--- src/rtl/fwd_pipe_unit_pkg.sv ---
// fwd_pkg: shared types for the post-EX forwarding / hazard unit.
//   stall_e      reason the front end is held this cycle
//   STALL_CNT_W  width of the saturating stalled-cycle counter
// The per-stage entry struct depends on DW/RW, so it is declared inside
// fwd_pipe_unit rather than here.
package fwd_pkg;

    localparam int STALL_CNT_W = 16;

    typedef enum logic [1:0] {
        RUN    = 2'd0,
        LDUSE  = 2'd1,
        FREEZE = 2'd2
    } stall_e;

endpackage

--- src/rtl/fwd_pipe_unit_if.sv ---
// fwd_pipe_unit_if: EX-side, memory-side and register-file-side signals of
// the forwarding unit.
//   master : the surrounding pipeline (drives ex_*, mem_*, cnt_clr)
//   slave  : fwd_pipe_unit (drives fwd_*, hz_stall, stall_*, wb_*)
interface fwd_pipe_unit_if
    import fwd_pkg::*;
#(
    parameter int DW = 16,
    parameter int RW = 3
);
    logic                   ex_valid;
    logic [RW-1:0]          ex_rs;
    logic [RW-1:0]          ex_rt;
    logic                   ex_rs_used;
    logic                   ex_rt_used;
    logic [DW-1:0]          ex_rs_val;
    logic [DW-1:0]          ex_rt_val;
    logic                   ex_wr_en;
    logic [RW-1:0]          ex_wr_reg;
    logic                   ex_is_load;
    logic [DW-1:0]          ex_result;
    logic                   mem_done;
    logic [DW-1:0]          mem_rdata;
    logic                   cnt_clr;
    logic [DW-1:0]          fwd_rs;
    logic [DW-1:0]          fwd_rt;
    logic                   hz_stall;
    stall_e                 stall_cause;
    logic [STALL_CNT_W-1:0] stall_cnt;
    logic                   wb_wr_en;
    logic [RW-1:0]          wb_wr_reg;
    logic [DW-1:0]          wb_wr_data;

    modport master (
        output ex_valid, ex_rs, ex_rt, ex_rs_used, ex_rt_used, ex_rs_val,
               ex_rt_val, ex_wr_en, ex_wr_reg, ex_is_load, ex_result,
               mem_done, mem_rdata, cnt_clr,
        input  fwd_rs, fwd_rt, hz_stall, stall_cause, stall_cnt,
               wb_wr_en, wb_wr_reg, wb_wr_data
    );

    modport slave (
        input  ex_valid, ex_rs, ex_rt, ex_rs_used, ex_rt_used, ex_rs_val,
               ex_rt_val, ex_wr_en, ex_wr_reg, ex_is_load, ex_result,
               mem_done, mem_rdata, cnt_clr,
        output fwd_rs, fwd_rt, hz_stall, stall_cause, stall_cnt,
               wb_wr_en, wb_wr_reg, wb_wr_data
    );

endinterface

--- src/rtl/fwd_pipe_unit_match.sv ---
// fwd_match: youngest-writer select for one EX source operand.
//   ent_live  per-entry vld & wr (index 0 = MEM, the youngest)
//   ent_reg   per-entry destination register
//   ent_dvld  per-entry data-valid
//   ent_data  per-entry result
//   src       operand register number
//   rf_val    register-file value used when nothing in flight matches
//   data/hit/dvld  selected value, match flag, and whether that value exists
module fwd_match #(
    parameter int DW    = 16,
    parameter int RW    = 3,
    parameter int DEPTH = 2
) (
    input  logic [DEPTH-1:0]         ent_live,
    input  logic [DEPTH-1:0][RW-1:0] ent_reg,
    input  logic [DEPTH-1:0]         ent_dvld,
    input  logic [DEPTH-1:0][DW-1:0] ent_data,
    input  logic [RW-1:0]            src,
    input  logic [DW-1:0]            rf_val,
    output logic [DW-1:0]            data,
    output logic                     hit,
    output logic                     dvld
);

    // Scan oldest to youngest so the youngest match overwrites the rest.
    always_comb begin
        data = rf_val;
        hit  = 1'b0;
        dvld = 1'b1;
        for (int k = DEPTH - 1; k >= 0; k--) begin
            if (ent_live[k] && (ent_reg[k] == src)) begin
                data = ent_data[k];
                hit  = 1'b1;
                dvld = ent_dvld[k];
            end
        end
    end

endmodule

--- src/rtl/fwd_pipe_unit.sv ---
// fwd_pipe_unit: owns the MEM..WB destination pipeline, forwards the youngest
// in-flight result to both EX operands, detects load-use and memory-wait
// hazards, and drives the register-file write port.
//   clk, rst_n   clock and synchronous active-low reset
//   bus (slave)  EX operands/destination, load return, counter clear in;
//                forwarded operands, stall, stall cause/count, writeback out
// DEPTH must be at least 2 (entry 0 = MEM, entry DEPTH-1 = WB).
module fwd_pipe_unit
    import fwd_pkg::*;
#(
    parameter int DW    = 16,
    parameter int NREG  = 8,
    parameter int DEPTH = 2
) (
    input  logic            clk,
    input  logic            rst_n,
    fwd_pipe_unit_if.slave  bus
);

    localparam int RW = $clog2(NREG);
    localparam logic [STALL_CNT_W-1:0] CNT_ONE = 1;

    typedef struct packed {
        logic          vld;
        logic          wr;
        logic [RW-1:0] rg;
        logic          is_load;
        logic          dvld;
        logic [DW-1:0] data;
    } entry_t;

    entry_t                 ent [DEPTH];
    entry_t                 new_ent;
    stall_e                 cause_q;
    stall_e                 cause;
    logic [STALL_CNT_W-1:0] cnt_q;

    logic [DEPTH-1:0]         ent_live;
    logic [DEPTH-1:0]         ent_dvld;
    logic [DEPTH-1:0][RW-1:0] ent_reg;
    logic [DEPTH-1:0][DW-1:0] ent_data;

    logic [DW-1:0] rs_data, rt_data;
    logic          rs_hit, rt_hit, rs_dvld, rt_dvld;
    logic          freeze, lduse, stall;

    always_comb begin
        ent_live = '0;
        ent_dvld = '0;
        ent_reg  = '0;
        ent_data = '0;
        for (int k = 0; k < DEPTH; k++) begin
            ent_live[k] = ent[k].vld & ent[k].wr;
            ent_dvld[k] = ent[k].dvld;
            ent_reg[k]  = ent[k].rg;
            ent_data[k] = ent[k].data;
        end
    end

    fwd_match #(.DW(DW), .RW(RW), .DEPTH(DEPTH)) u_match_rs (
        .ent_live (ent_live),
        .ent_reg  (ent_reg),
        .ent_dvld (ent_dvld),
        .ent_data (ent_data),
        .src      (bus.ex_rs),
        .rf_val   (bus.ex_rs_val),
        .data     (rs_data),
        .hit      (rs_hit),
        .dvld     (rs_dvld)
    );

    fwd_match #(.DW(DW), .RW(RW), .DEPTH(DEPTH)) u_match_rt (
        .ent_live (ent_live),
        .ent_reg  (ent_reg),
        .ent_dvld (ent_dvld),
        .ent_data (ent_data),
        .src      (bus.ex_rt),
        .rf_val   (bus.ex_rt_val),
        .data     (rt_data),
        .hit      (rt_hit),
        .dvld     (rt_dvld)
    );

    // A load already in MEM with mem_done still causes LDUSE: there is no
    // mem_rdata -> EX bypass, the value is picked up from entry 1 next cycle.
    assign freeze = ent[0].vld & ent[0].is_load & ~bus.mem_done;
    assign lduse  = bus.ex_valid &
                    ((bus.ex_rs_used & rs_hit & ~rs_dvld) |
                     (bus.ex_rt_used & rt_hit & ~rt_dvld));
    assign stall  = freeze | lduse;

    always_comb begin
        cause = RUN;
        if (freeze) begin
            cause = FREEZE;
        end else if (lduse) begin
            cause = LDUSE;
        end
    end

    always_comb begin
        new_ent         = '0;
        new_ent.vld     = bus.ex_valid & ~lduse;
        new_ent.wr      = bus.ex_wr_en;
        new_ent.rg      = bus.ex_wr_reg;
        new_ent.is_load = bus.ex_is_load;
        new_ent.dvld    = ~bus.ex_is_load;
        new_ent.data    = bus.ex_result;
    end

    always_ff @(posedge clk) begin
        if (!rst_n) begin
            for (int k = 0; k < DEPTH; k++) begin
                ent[k] <= '0;
            end
            cause_q <= RUN;
            cnt_q   <= '0;
        end else begin
            cause_q <= cause;
            if (bus.cnt_clr) begin
                cnt_q <= '0;
            end else if (stall && (cnt_q != '1)) begin
                cnt_q <= cnt_q + CNT_ONE;
            end
            if (!freeze) begin
                ent[0] <= new_ent;
                for (int k = 1; k < DEPTH; k++) begin
                    ent[k] <= ent[k-1];
                end
                // Not frozen implies mem_done is high for a load in MEM.
                if (ent[0].vld && ent[0].is_load) begin
                    ent[1].data <= bus.mem_rdata;
                    ent[1].dvld <= 1'b1;
                end
            end
        end
    end

    assign bus.fwd_rs      = rs_data;
    assign bus.fwd_rt      = rt_data;
    assign bus.hz_stall    = stall;
    assign bus.stall_cause = cause_q;
    assign bus.stall_cnt   = cnt_q;
    assign bus.wb_wr_en    = ent[DEPTH-1].vld & ent[DEPTH-1].wr & ~freeze;
    assign bus.wb_wr_reg   = ent[DEPTH-1].rg;
    assign bus.wb_wr_data  = ent[DEPTH-1].data;

endmodule

--- src/flat_wrapper.sv ---
// flat-port wrapper written by rule: the top's interface ports become plain ports
module fwd_pipe_unit_flat import fwd_pkg::*;
#(
    parameter int DW    = 16,
    parameter int NREG  = 8,
    parameter int DEPTH = 2
)
  (clk, rst_n, bus_ex_valid, bus_ex_rs, bus_ex_rt, bus_ex_rs_used, bus_ex_rt_used, bus_ex_rs_val, bus_ex_rt_val, bus_ex_wr_en, bus_ex_wr_reg, bus_ex_is_load, bus_ex_result, bus_mem_done, bus_mem_rdata, bus_cnt_clr, bus_fwd_rs, bus_fwd_rt, bus_hz_stall, bus_stall_cause, bus_stall_cnt, bus_wb_wr_en, bus_wb_wr_reg, bus_wb_wr_data);
  fwd_pipe_unit_if #(.DW(DW), .RW((3))) bus_i ();
  input  logic clk;
  input  logic rst_n;
  input wire logic [$bits(bus_i.ex_valid)-1:0] bus_ex_valid;
  input wire logic [$bits(bus_i.ex_rs)-1:0] bus_ex_rs;
  input wire logic [$bits(bus_i.ex_rt)-1:0] bus_ex_rt;
  input wire logic [$bits(bus_i.ex_rs_used)-1:0] bus_ex_rs_used;
  input wire logic [$bits(bus_i.ex_rt_used)-1:0] bus_ex_rt_used;
  input wire logic [$bits(bus_i.ex_rs_val)-1:0] bus_ex_rs_val;
  input wire logic [$bits(bus_i.ex_rt_val)-1:0] bus_ex_rt_val;
  input wire logic [$bits(bus_i.ex_wr_en)-1:0] bus_ex_wr_en;
  input wire logic [$bits(bus_i.ex_wr_reg)-1:0] bus_ex_wr_reg;
  input wire logic [$bits(bus_i.ex_is_load)-1:0] bus_ex_is_load;
  input wire logic [$bits(bus_i.ex_result)-1:0] bus_ex_result;
  input wire logic [$bits(bus_i.mem_done)-1:0] bus_mem_done;
  input wire logic [$bits(bus_i.mem_rdata)-1:0] bus_mem_rdata;
  input wire logic [$bits(bus_i.cnt_clr)-1:0] bus_cnt_clr;
  output wire logic [$bits(bus_i.fwd_rs)-1:0] bus_fwd_rs;
  output wire logic [$bits(bus_i.fwd_rt)-1:0] bus_fwd_rt;
  output wire logic [$bits(bus_i.hz_stall)-1:0] bus_hz_stall;
  output wire logic [$bits(bus_i.stall_cause)-1:0] bus_stall_cause;
  output wire logic [$bits(bus_i.stall_cnt)-1:0] bus_stall_cnt;
  output wire logic [$bits(bus_i.wb_wr_en)-1:0] bus_wb_wr_en;
  output wire logic [$bits(bus_i.wb_wr_reg)-1:0] bus_wb_wr_reg;
  output wire logic [$bits(bus_i.wb_wr_data)-1:0] bus_wb_wr_data;
  assign bus_i.ex_valid = bus_ex_valid;
  assign bus_i.ex_rs = bus_ex_rs;
  assign bus_i.ex_rt = bus_ex_rt;
  assign bus_i.ex_rs_used = bus_ex_rs_used;
  assign bus_i.ex_rt_used = bus_ex_rt_used;
  assign bus_i.ex_rs_val = bus_ex_rs_val;
  assign bus_i.ex_rt_val = bus_ex_rt_val;
  assign bus_i.ex_wr_en = bus_ex_wr_en;
  assign bus_i.ex_wr_reg = bus_ex_wr_reg;
  assign bus_i.ex_is_load = bus_ex_is_load;
  assign bus_i.ex_result = bus_ex_result;
  assign bus_i.mem_done = bus_mem_done;
  assign bus_i.mem_rdata = bus_mem_rdata;
  assign bus_i.cnt_clr = bus_cnt_clr;
  assign bus_fwd_rs = bus_i.fwd_rs;
  assign bus_fwd_rt = bus_i.fwd_rt;
  assign bus_hz_stall = bus_i.hz_stall;
  assign bus_stall_cause = bus_i.stall_cause;
  assign bus_stall_cnt = bus_i.stall_cnt;
  assign bus_wb_wr_en = bus_i.wb_wr_en;
  assign bus_wb_wr_reg = bus_i.wb_wr_reg;
  assign bus_wb_wr_data = bus_i.wb_wr_data;
  fwd_pipe_unit #(.DW(DW), .NREG(NREG), .DEPTH(DEPTH)) u_core (.clk(clk), .rst_n(rst_n), .bus(bus_i));
endmodule
--- config.mk ---
export PLATFORM = sky130hd
export DESIGN_NAME = fwd_pipe_unit_flat
export DESIGN_NICKNAME = d
export VERILOG_FILES = /design/src/rtl/fwd_pipe_unit_pkg.sv /design/src/rtl/fwd_pipe_unit_if.sv /design/src/rtl/fwd_pipe_unit_match.sv /design/src/rtl/fwd_pipe_unit.sv /design/src/flat_wrapper.sv
export SDC_FILE = /design/constraint.sdc
export NUM_CORES = 1
export LEC_CHECK = 0
export ABC_AREA = 1
export BUFFER_PORTS_ARGS = -buffer_cell sky130_fd_sc_hd__buf_2
export CORE_AREA = 2 2 75 149
export DETAILED_ROUTE_END_ITERATION = 8
export DIE_AREA = 0 0 77 151
export GPL_TIMING_DRIVEN = 0
export PLACE_DENSITY = 0.75
export RECOVER_POWER = 100
export SLEW_MARGIN = 25
export SYNTH_ARGS = -nofsm -noshare
export SYNTH_HDL_FRONTEND = slang
export SYNTH_HIERARCHICAL = 1
export SYNTH_SLANG_ARGS = --single-unit
--- constraint.sdc ---
create_clock -name clk -period 1.9 [get_ports clk]
set_clock_uncertainty 0.05 [all_clocks]
set_input_delay 0.095 -clock clk [delete_from_list [all_inputs] [get_ports clk]]
set_output_delay 0.095 -clock clk [all_outputs]
set_load 0.02 [all_outputs]
Yosys cells after proc, flatten, opt, wreduce, memory -nomap -nowiden
Memory sizes are Yosys's and may differ from the RTL's. Cells that the tools add are included.

Memories kept: 1. Bits in registers: 18. Bits in writable memories: 46.

Mux-type cells: 26. Bitwise gates (word level): 24. Reductions and logical operators: 8. Add/sub/neg operators: 1. Equal/unequal tests: 5.

Memories: u_core.ent (words 2, bits a word 23, rd ports 2, clocked after Yosys merged registers in 0, write ports 2, RTL line fwd_pipe_unit.sv:32) `entry_t ent [DEPTH];`.

Operators with widths (number): $mux 16 (5); $mux 23 (2); $mux 1 (18); $add 16x1->16 const B (1); $ne 16x16->1 const B (1); $eq 3x3->1 (4); $and 1x1->1 (11); $not 1->1 (7); $logic_and 1x1->1 (6); $or 1x1->1 (6); $reduce_or 2->1 (2); $mux 2 (1).

Logic depth before layout (Yosys ltp)
Gate-level depths: netlist of the first run. An unclocked memory read counts as a cell.

Depth after elaboration: 12. Depth in mapped cells: 18. Depth with buffers taken out: 16.

By module
The synthesis of the first run kept the hierarchy.

By module, submodules not included: fwd_pipe_unit (times used 1, area an instance 3081.7 sq um, seq. area each 1701.6 sq um, cells each 354); fwd_match (times used 2, area an instance 763.2 sq um, seq. area each 0.0 sq um, cells each 149).

Worst setup path after synthesis of the first run
Ideal clock, no wire load.

Kind: reg2reg. Start point: mem u_core/ent[1][19] (netlist name). End point: reg u_core.cnt_q[2] (netlist: u_core/bus.stall_cnt[2]). Clock period less this slack: 2144 ps. Data required time: 1737 ps. Slack: -244 ps. Cell stages (with the launch flop): 18. Setup time: 113 ps. Arrival time: 1981 ps. Cells stage by stage: edfxtp_1 > nand2_1 > nand2_2 > nor2_4 > nand2_4 > buf_6 > o21ai_2 > nand2_1 > inv_1 > nand3_1 > nand2_1 > nand2_1 > nand2_4 > nand2_2 > buf_6 > buf_8 > o21ai_1 > nor2_1.

RTL lines: start: declaration (RTL line fwd_pipe_unit.sv:32); end signal: assignment (RTL line fwd_pipe_unit.sv:123) `cnt_q <= cnt_q + CNT_ONE;`; end: declaration (RTL line fwd_pipe_unit.sv:36) `logic [STALL_CNT_W-1:0] cnt_q;`.

==> results by group, run 1 <==
Outcome
  – Status: finished, violations left
  – Violated checks: setup timing

Place
  – IO buf count: 151
  – DP Wirelength: 9917 um
  – DP Worst Slack: -530.9 ps
  – Routability cong.: 0.8669
  – Post-place instance area: 0.005542 sq mm

Run
  – Maxcap violations: 0

Power
  – PwrDens: 606.7 mW/mm^2
  – P_leak: 3.407 nW
  – Max VDD drop: 0.6257 mV

Min path
  – Hold Crit Start: bus_ex_valid
  – WHS Endpoint: u_core/bus.stall_cause[0]$_SDFF_PP0_
  – Worst hold path stage count: 3
  – Worst hold path class: input port to register

Worst setup path
  – Crit path launch type: register
  – Number of buffers and inverters on the critical path: 5
  – Crit. End Element: register
  – Arrival time worst endpoint: 2350 ps
  – Reg-to-Reg Start: u_core/ent[0][18]$_SDFFCE_PN0P_
  – Most common cell on crit path: nand2_4
  – Critical setup path kind: register to register
  – Worst R2R Setup Slack: -310 ps
  – Slowest stage delay, CP: 490 ps
  – Crit path max fanout: 10
  – Slowest stage cell, crit path: edfxtp_1
  – Worst path cell trace: inv_1 -> nor2_2 -> nor2_4 -> nand2_4 -> buf_8 -> o21ai_2 -> nand2_1 -> inv_1 -> nand3_2 -> nand2_2 -> nand2_2 -> nand2_4 -> nand2_4 -> buf_6 -> buf_12 -> o21ai_2 -> nor2_1
  – Critical Path RT: 2050 ps
  – Reg2reg end: u_core/bus.stall_cnt[3]$_SDFFE_PP0P_
  – CP Depth: 17
  – Family with the most delay on the worst path: simple AND/OR/NAND/NOR gates
  – Cells on worst reg2reg path: 17

Global route
  – Total global routing track utilization: 23.60%
  – Total grt overflow: 0
  – Vias in the first global route: 4726
  – Global-route wire length before repair: 21690 um
  – Initial antenna violation count: 1
  – Largest net degree at the start of global routing: 19

Synthesis
  – Most frequent cell after synthesis: inv_1
  – Number of synthesized flops with an enable pin: 44
  – Share of the synthesized area in the top cell type: 28.67%
  – Post-synth top cells: inv_1 (141), nand2_1 (117), nand3_1 (109)
  – Post-Syn Instances: 652
  – Seq/Total Area, Yosys: 36.93%
  – Post-synth net total: 735
  – Syn Area/Cell: 7.068 sq um
  – Count of distinct cell types in the synthesized netlist: 28
  – Cell Area, Synth: 0.004608 sq mm
  – Top cells by area, synth: edfxtp_1 (29%), nand3_1 (12%), inv_1 (11%), nand2_1 (9.5%), dfxtp_1 (8.3%)
  – Post-synth ARST share: 0%
  – Yosys warns: 6
  – Yosys reg bits: 63
  – Prevailing post-synth register cell: edfxtp_1
  – Area leader, netlist: edfxtp_1

STA
  – Worst setup margin: -305.1 ps
  – Slew @ Worst Pin: 761.3 ps
  – Final min period: 2205 ps
  – Final Cycle Share: 116.1%
  – Max-slew violations: 0
  – Max-slew headroom: 49.06%
  – Fin. Hold Viols: 0
  – Setup violators final: 49
  – Top achievable clock speed: 453.5 MHz
  – RSZ-0062 raised after global routing: true
  – Final setup TNS: -9920 ps

Detailed routing
  – Via-to-Cell Ratio: 4.988
  – Initial DRC Count: 263
  – Routed WL: 14450 um
  – Via Count: 4998
  – Pre-antenna DRT Iters: 5
  – DRT antenna net count: 0
  – WL/cell: 14.42 um
  – Residual DRC: 0

Layout
  – P&R area growth vs syn: 46.27%
  – Nets: 943
  – Final instance area: 0.006740 sq mm
  – Diodes inserted: 0
  – Max reg flops: 45
  – FILL cells: 907
  – Layout cells sized above 1: 40.23%

Clocking
  – Clk slew on worst S/H paths: 50 ps
  – Clock root buffer: clkbuf_16
  – TritonCTS buffer count: 9
  – Clock Latency Late Sink: 320 ps
  – Clk buf depth: 2
  – # clock sinks: 63
  – CTS tree: yes
  – CTS H-tree lvls: 3

Floorplanning
  – Die height: 151 um
  – Rows: 53
  – IO Pins: 153
  – Die area: 0.01163 sq mm
  – Core area: 0.01048 sq mm
  – Die width: 77 um
  – Initial Utilization: 43.98%
[worst min-delay path, delay by kind of cell]
family | cells | cell delay (ps)
and+or+nand+nor | 2 | 130
buffers and inverters | 1 | 110
[layout by cell type, fill, tap and decap left out, types with 4 or more instances in the layout]
cell type  instances
a21oi_1            4
buf_12             6
buf_2            110
buf_4             38
buf_6             38
buf_8              4
clkbuf_1          35
clkbuf_16          9
clkbuf_4           8
dfxtp_1           19
edfxtp_1          44
inv_1            136
inv_2              8
nand2_1           95
nand2_2           43
nand2_4            5
nand3_1           83
nand3_2           35
nand3_4            6
nand4_1            8
nor2_1            62
nor2_4            10
o21ai_0           21
o21ai_2           10
xor2_1             5
[how the worst max path moves through the flow]
stage,start,endpoint,slack [ps]
final,u_core/ent[0][18]$_SDFFCE_PN0P_,u_core/bus.stall_cnt[3]$_SDFFE_PP0P_,-310
after global routing,u_core/ent[0][18]$_SDFFCE_PN0P_,u_core/bus.stall_cnt[3]$_SDFFE_PP0P_,-440
after CTS,u_core/ent[0][20]$_SDFFCE_PN0P_,u_core/bus.stall_cnt[6]$_SDFFE_PP0P_,-290
after detailed placement,u_core/ent[1][19]$_SDFFCE_PN0P_,u_core/bus.stall_cnt[6]$_SDFFE_PP0P_,-530
after global placement,u_core/ent[0][22]$_SDFFCE_PN0P_,u_core/bus.stall_cnt[6]$_SDFFE_PP0P_,-510
after floorplan,u_core/ent[1][19]$_SDFFCE_PN0P_,u_core/bus.stall_cnt[2]$_SDFFE_PP0P_,-240
[power by group]
| group | switching (mW) | total [mW] | internal [mW] |
|---|---|---|---|
| Sequential | 0.0613 | 1.60 | 1.54 |
| Clock | 0.530 | 1.67 | 1.14 |
| Combinational | 0.459 | 0.819 | 0.359 |
| Total | 1.05 | 4.09 | 3.04 |
[metal layers]
metal	wire length, um	share of wire, %	GRT usage, %
met5	0	0	0
met2	8153	56	47.06
met4	711	4.9	14.20
met1	4686	32	21.01
met3	895	6.2	5.125
[kinds of logic (layout without fill, tap and decap cells)]
group,Yosys count,in the layout,share of synthesized area (%)
XOR/XNOR,8,8,1.521
buffers and inverters,188,400,18.76
AO/OA/AOI/OAI,38,38,4.453
flip-flops,63,63,36.93
AND/OR/NAND/NOR,354,355,38.07
adder cells (fa/ha/maj),1,1,0.2715
[per-stage QoR]
stage                     utilization (%)  hold slack (ps)  cells  total power, mW
final                               64.33            7.021   1002            4.089
after global placement              52.89            333.8    940            2.229
after CTS                           60.84            5.003    988            4.051
after detailed placement            52.89            346.0    940            2.238
after floorplan                         -            213.8    652            2.001
after global routing                64.33            15.28   1002            4.248
[timing repair]
item,4_1_cts,5_1_grt
pin swaps,29,36
gates resized for setup,71,76
setup buffers,31,16
endpoints found under the setup margin,66,90
hold buffers,0,0
gates cloned,4,2
[final cells by class]
cell class              count  area, sq um  area share [%]
clock buffers              12        236.5           3.508
well taps                 137        171.4           2.543
flip-flops and latches     63         1702           25.25
clock inverters             4        70.07           1.040
multi-input cells         402         2370           35.16
repair inverters            1        7.507          0.1114
inverters                 147        559.3           8.298
plain buffers              39        346.6           5.142
repair buffers            197         1277           18.95
Note: power is estimated with default switching activity, not from simulation.
==> run 2, diff against run 1 <==
- SETUP_SLACK_MARGIN: default -> 0.4
==> run 2 against run 1 <==
Effect of this change: the flow still finishes with violations (setup timing); sequential share of layout area is 1.4 points lower; power shrank 0.87%; clock-buffer cell count shrank 1; critical path type unchanged; cell count is 1.1% higher; global-route usage grew 0.84 points; die area stayed put; via count grew 1.5%; critical endpoint is now u_core/bus.stall_cnt[8]$_SDFFE_PP0P_; first-iteration DRC count is 12% higher; sequential cell count is the same.
==> results by group, run 2 (synthesis results as in run 1) <==
Clocking
  – Clock root buffer: clkbuf_16
  – TritonCTS buffer count: 9
  – CTS H-tree lvls: 3
  – Clk buf depth: 2
  – Clock Latency Late Sink: 320 ps
  – Clk slew on worst S/H paths: 50 ps
  – # clock sinks: 63
  – CTS tree: yes

Global route
  – Global-route wire length before repair: 22380 um
  – Largest net degree at the start of global routing: 17
  – Initial antenna violation count: 0
  – Total grt overflow: 0
  – GR Util met3: 4.827%
  – Vias in the first global route: 4859
  – Met1 GRT Util: 21.99%
  – Met2 GRT Util: 49.69%
  – GR peak layer: met2
  – Total global routing track utilization: 24.44%

Detailed routing
  – DRT antenna net count: 0
  – Initial DRC Count: 294
  – Residual DRC: 0
  – Via-to-Cell Ratio: 5.007
  – Pre-antenna DRT Iters: 7
  – WL/cell: 15.29 um
  – Routed WL: 15490 um
  – Via Count: 5072

Floorplanning
  – Die width: 77 um
  – Core area: 0.01048 sq mm
  – Initial Utilization: 43.98%
  – Rows: 53
  – IO Pins: 153
  – Die height: 151 um
  – Die area: 0.01163 sq mm

Worst setup path
  – Critical setup path kind: register to register
  – Crit path max fanout: 6
  – Crit path launch type: register
  – Crit. End Element: register
  – Critical Path RT: 2060 ps
  – Family with the most delay on the worst path: simple AND/OR/NAND/NOR gates
  – Worst path cell trace: nand2_1 -> nand2_2 -> nor2_4 -> nand2_4 -> buf_12 -> o21ai_2 -> nand2_1 -> inv_1 -> nand3_2 -> nand2_2 -> nand2_2 -> nand2_4 -> nand2_4 -> buf_8 -> buf_12 -> nor3_4 -> nor2_1
  – Slowest stage delay, CP: 460 ps
  – Number of buffers and inverters on the critical path: 4
  – Arrival time worst endpoint: 2420 ps
  – Slowest stage cell, crit path: edfxtp_1

STA
  – Final setup TNS: -9521 ps
  – Fin. Hold Viols: 0
  – Slew @ Worst Pin: 825.4 ps
  – Final Cycle Share: 119.0%
  – RSZ-0062 raised after global routing: true
  – Worst setup margin: -361.2 ps
  – Max-slew headroom: 44.77%
  – Max-slew violations: 0
  – Setup violators final: 55
  – Top achievable clock speed: 442.2 MHz
  – Final min period: 2261 ps

Place
  – DP Worst Slack: -564.8 ps
  – Routability cong.: 0.8965
  – DP Wirelength: 10180 um
  – IO buf count: 151

Layout
  – Layout cells sized above 1: 42.69%
  – FILL cells: 831
  – Diodes inserted: 0
  – Leading cell type in the layout, fill and taps excluded: inv_1
  – Max reg flops: 45
  – Nets: 954
  – Most frequent cells in the layout: inv_1 (137), nand3_1 (90), buf_2 (87)
  – P&R area growth vs syn: 55.09%

Outcome
  – Status: finished, violations left
  – Violated checks: setup timing

Power
  – Max VDD drop: 0.4541 mV
  – Overall power: 4.054 mW
  – PwrDens: 567.2 mW/mm^2
  – P_leak: 3.586 nW

Run
  – Maxcap violations: 0

Min path
  – Worst hold path class: input port to register
-- run 2: cell types whose count changed in the layout (fill, tap and decap cells not counted), moves of 4 or more --
cell      delta
buf_6       +27
buf_2       -23
nand2_1     -13
nand2_4     +13
o21ai_0     -11
nand3_1      +7
o21ai_2      +7
buf_8        +6
clkbuf_4     -5
nor2_1       -5
nand3_2      -4
o21ai_1      +4
-- run 2: path summary, 6_finish.rpt --
path	startpoint	cells past startpoint	end	slack, ps
setup / recovery	u_core/ent[1][18]$_SDFFCE_PN0P_	17	u_core/bus.stall_cnt[8]$_SDFFE_PP0P_	-360
hold / removal	bus_ex_is_load	2	u_core/ent[0][16]$_SDFFCE_PN0P_	20
setup reg to reg	u_core/ent[1][18]$_SDFFCE_PN0P_	17	u_core/bus.stall_cnt[8]$_SDFFE_PP0P_	-360
hold reg to reg	u_core/bus.stall_cnt[15]$_SDFFE_PP0P_	2	u_core/bus.stall_cnt[15]$_SDFFE_PP0P_	470
-- run 2: per-layer routing --
layer  part of all wire, %  routed length (um)
met5                     0                   0
met4                   5.0                 775
met3                   5.5                 851
met2                    58                8910
met1                    32                4951
-- run 2: worst reg2reg max path: stages, from the launching register on --
cell,delay [ps]
edfxtp_1,460
nand2_1,140
nand2_2,70
nor2_4,170
nand2_4,90
buf_12,140
o21ai_2,90
nand2_1,50
inv_1,70
nand3_2,70
nand2_2,90
nand2_2,70
nand2_4,90
nand2_4,60
buf_8,140
buf_12,140
nor3_4,100
nor2_1,60
-- run 2: layout make-up --
type | count | area (sq um) | area share [%]
multi-input combinational | 401 | 2446 | 34.23
sequential | 63 | 1702 | 23.81
timing repair buffer | 207 | 1565 | 21.90
inverter | 147 | 561.8 | 7.861
buffer | 41 | 411.6 | 5.760
clock buffer | 11 | 232.7 | 3.256
tap | 137 | 171.4 | 2.398
clock inverter | 5 | 48.80 | 0.6828
timing repair inverter | 1 | 7.507 | 0.1050
-- run 2: where the power goes --
part	total [mW]	switching [mW]	internal, mW
clock network	1.55	0.550	1.00
logic	0.897	0.482	0.415
registers	1.60	0.0673	1.54
-- run 2: per-stage QoR --
| stage | cells | hold slack, ps | util, % | area (sq um) |
|---|---|---|---|---|
| after global placement | 940 | 320.1 | 53.07 | 5560 |
| after CTS | 1001 | 5.026 | 63.51 | 6654 |
| after global routing | 1013 | 21.07 | 68.21 | 7147 |
| final | 1013 | 19.78 | 68.21 | 7147 |
| after floorplan | 652 | 205.7 | - | 4633 |
| after detailed placement | 940 | 334.3 | 53.07 | 5560 |
-- run 2: what timing repair did --
action | CTS | global route
gates resized for setup | 129 | 124
hold buffers | 1 | 0
endpoints found under the hold margin | 1 | 0
endpoints found under the setup margin | 132 | 138
pin swaps | 35 | 33
buffers inserted | 39 | 11
gates cloned | 5 | 1
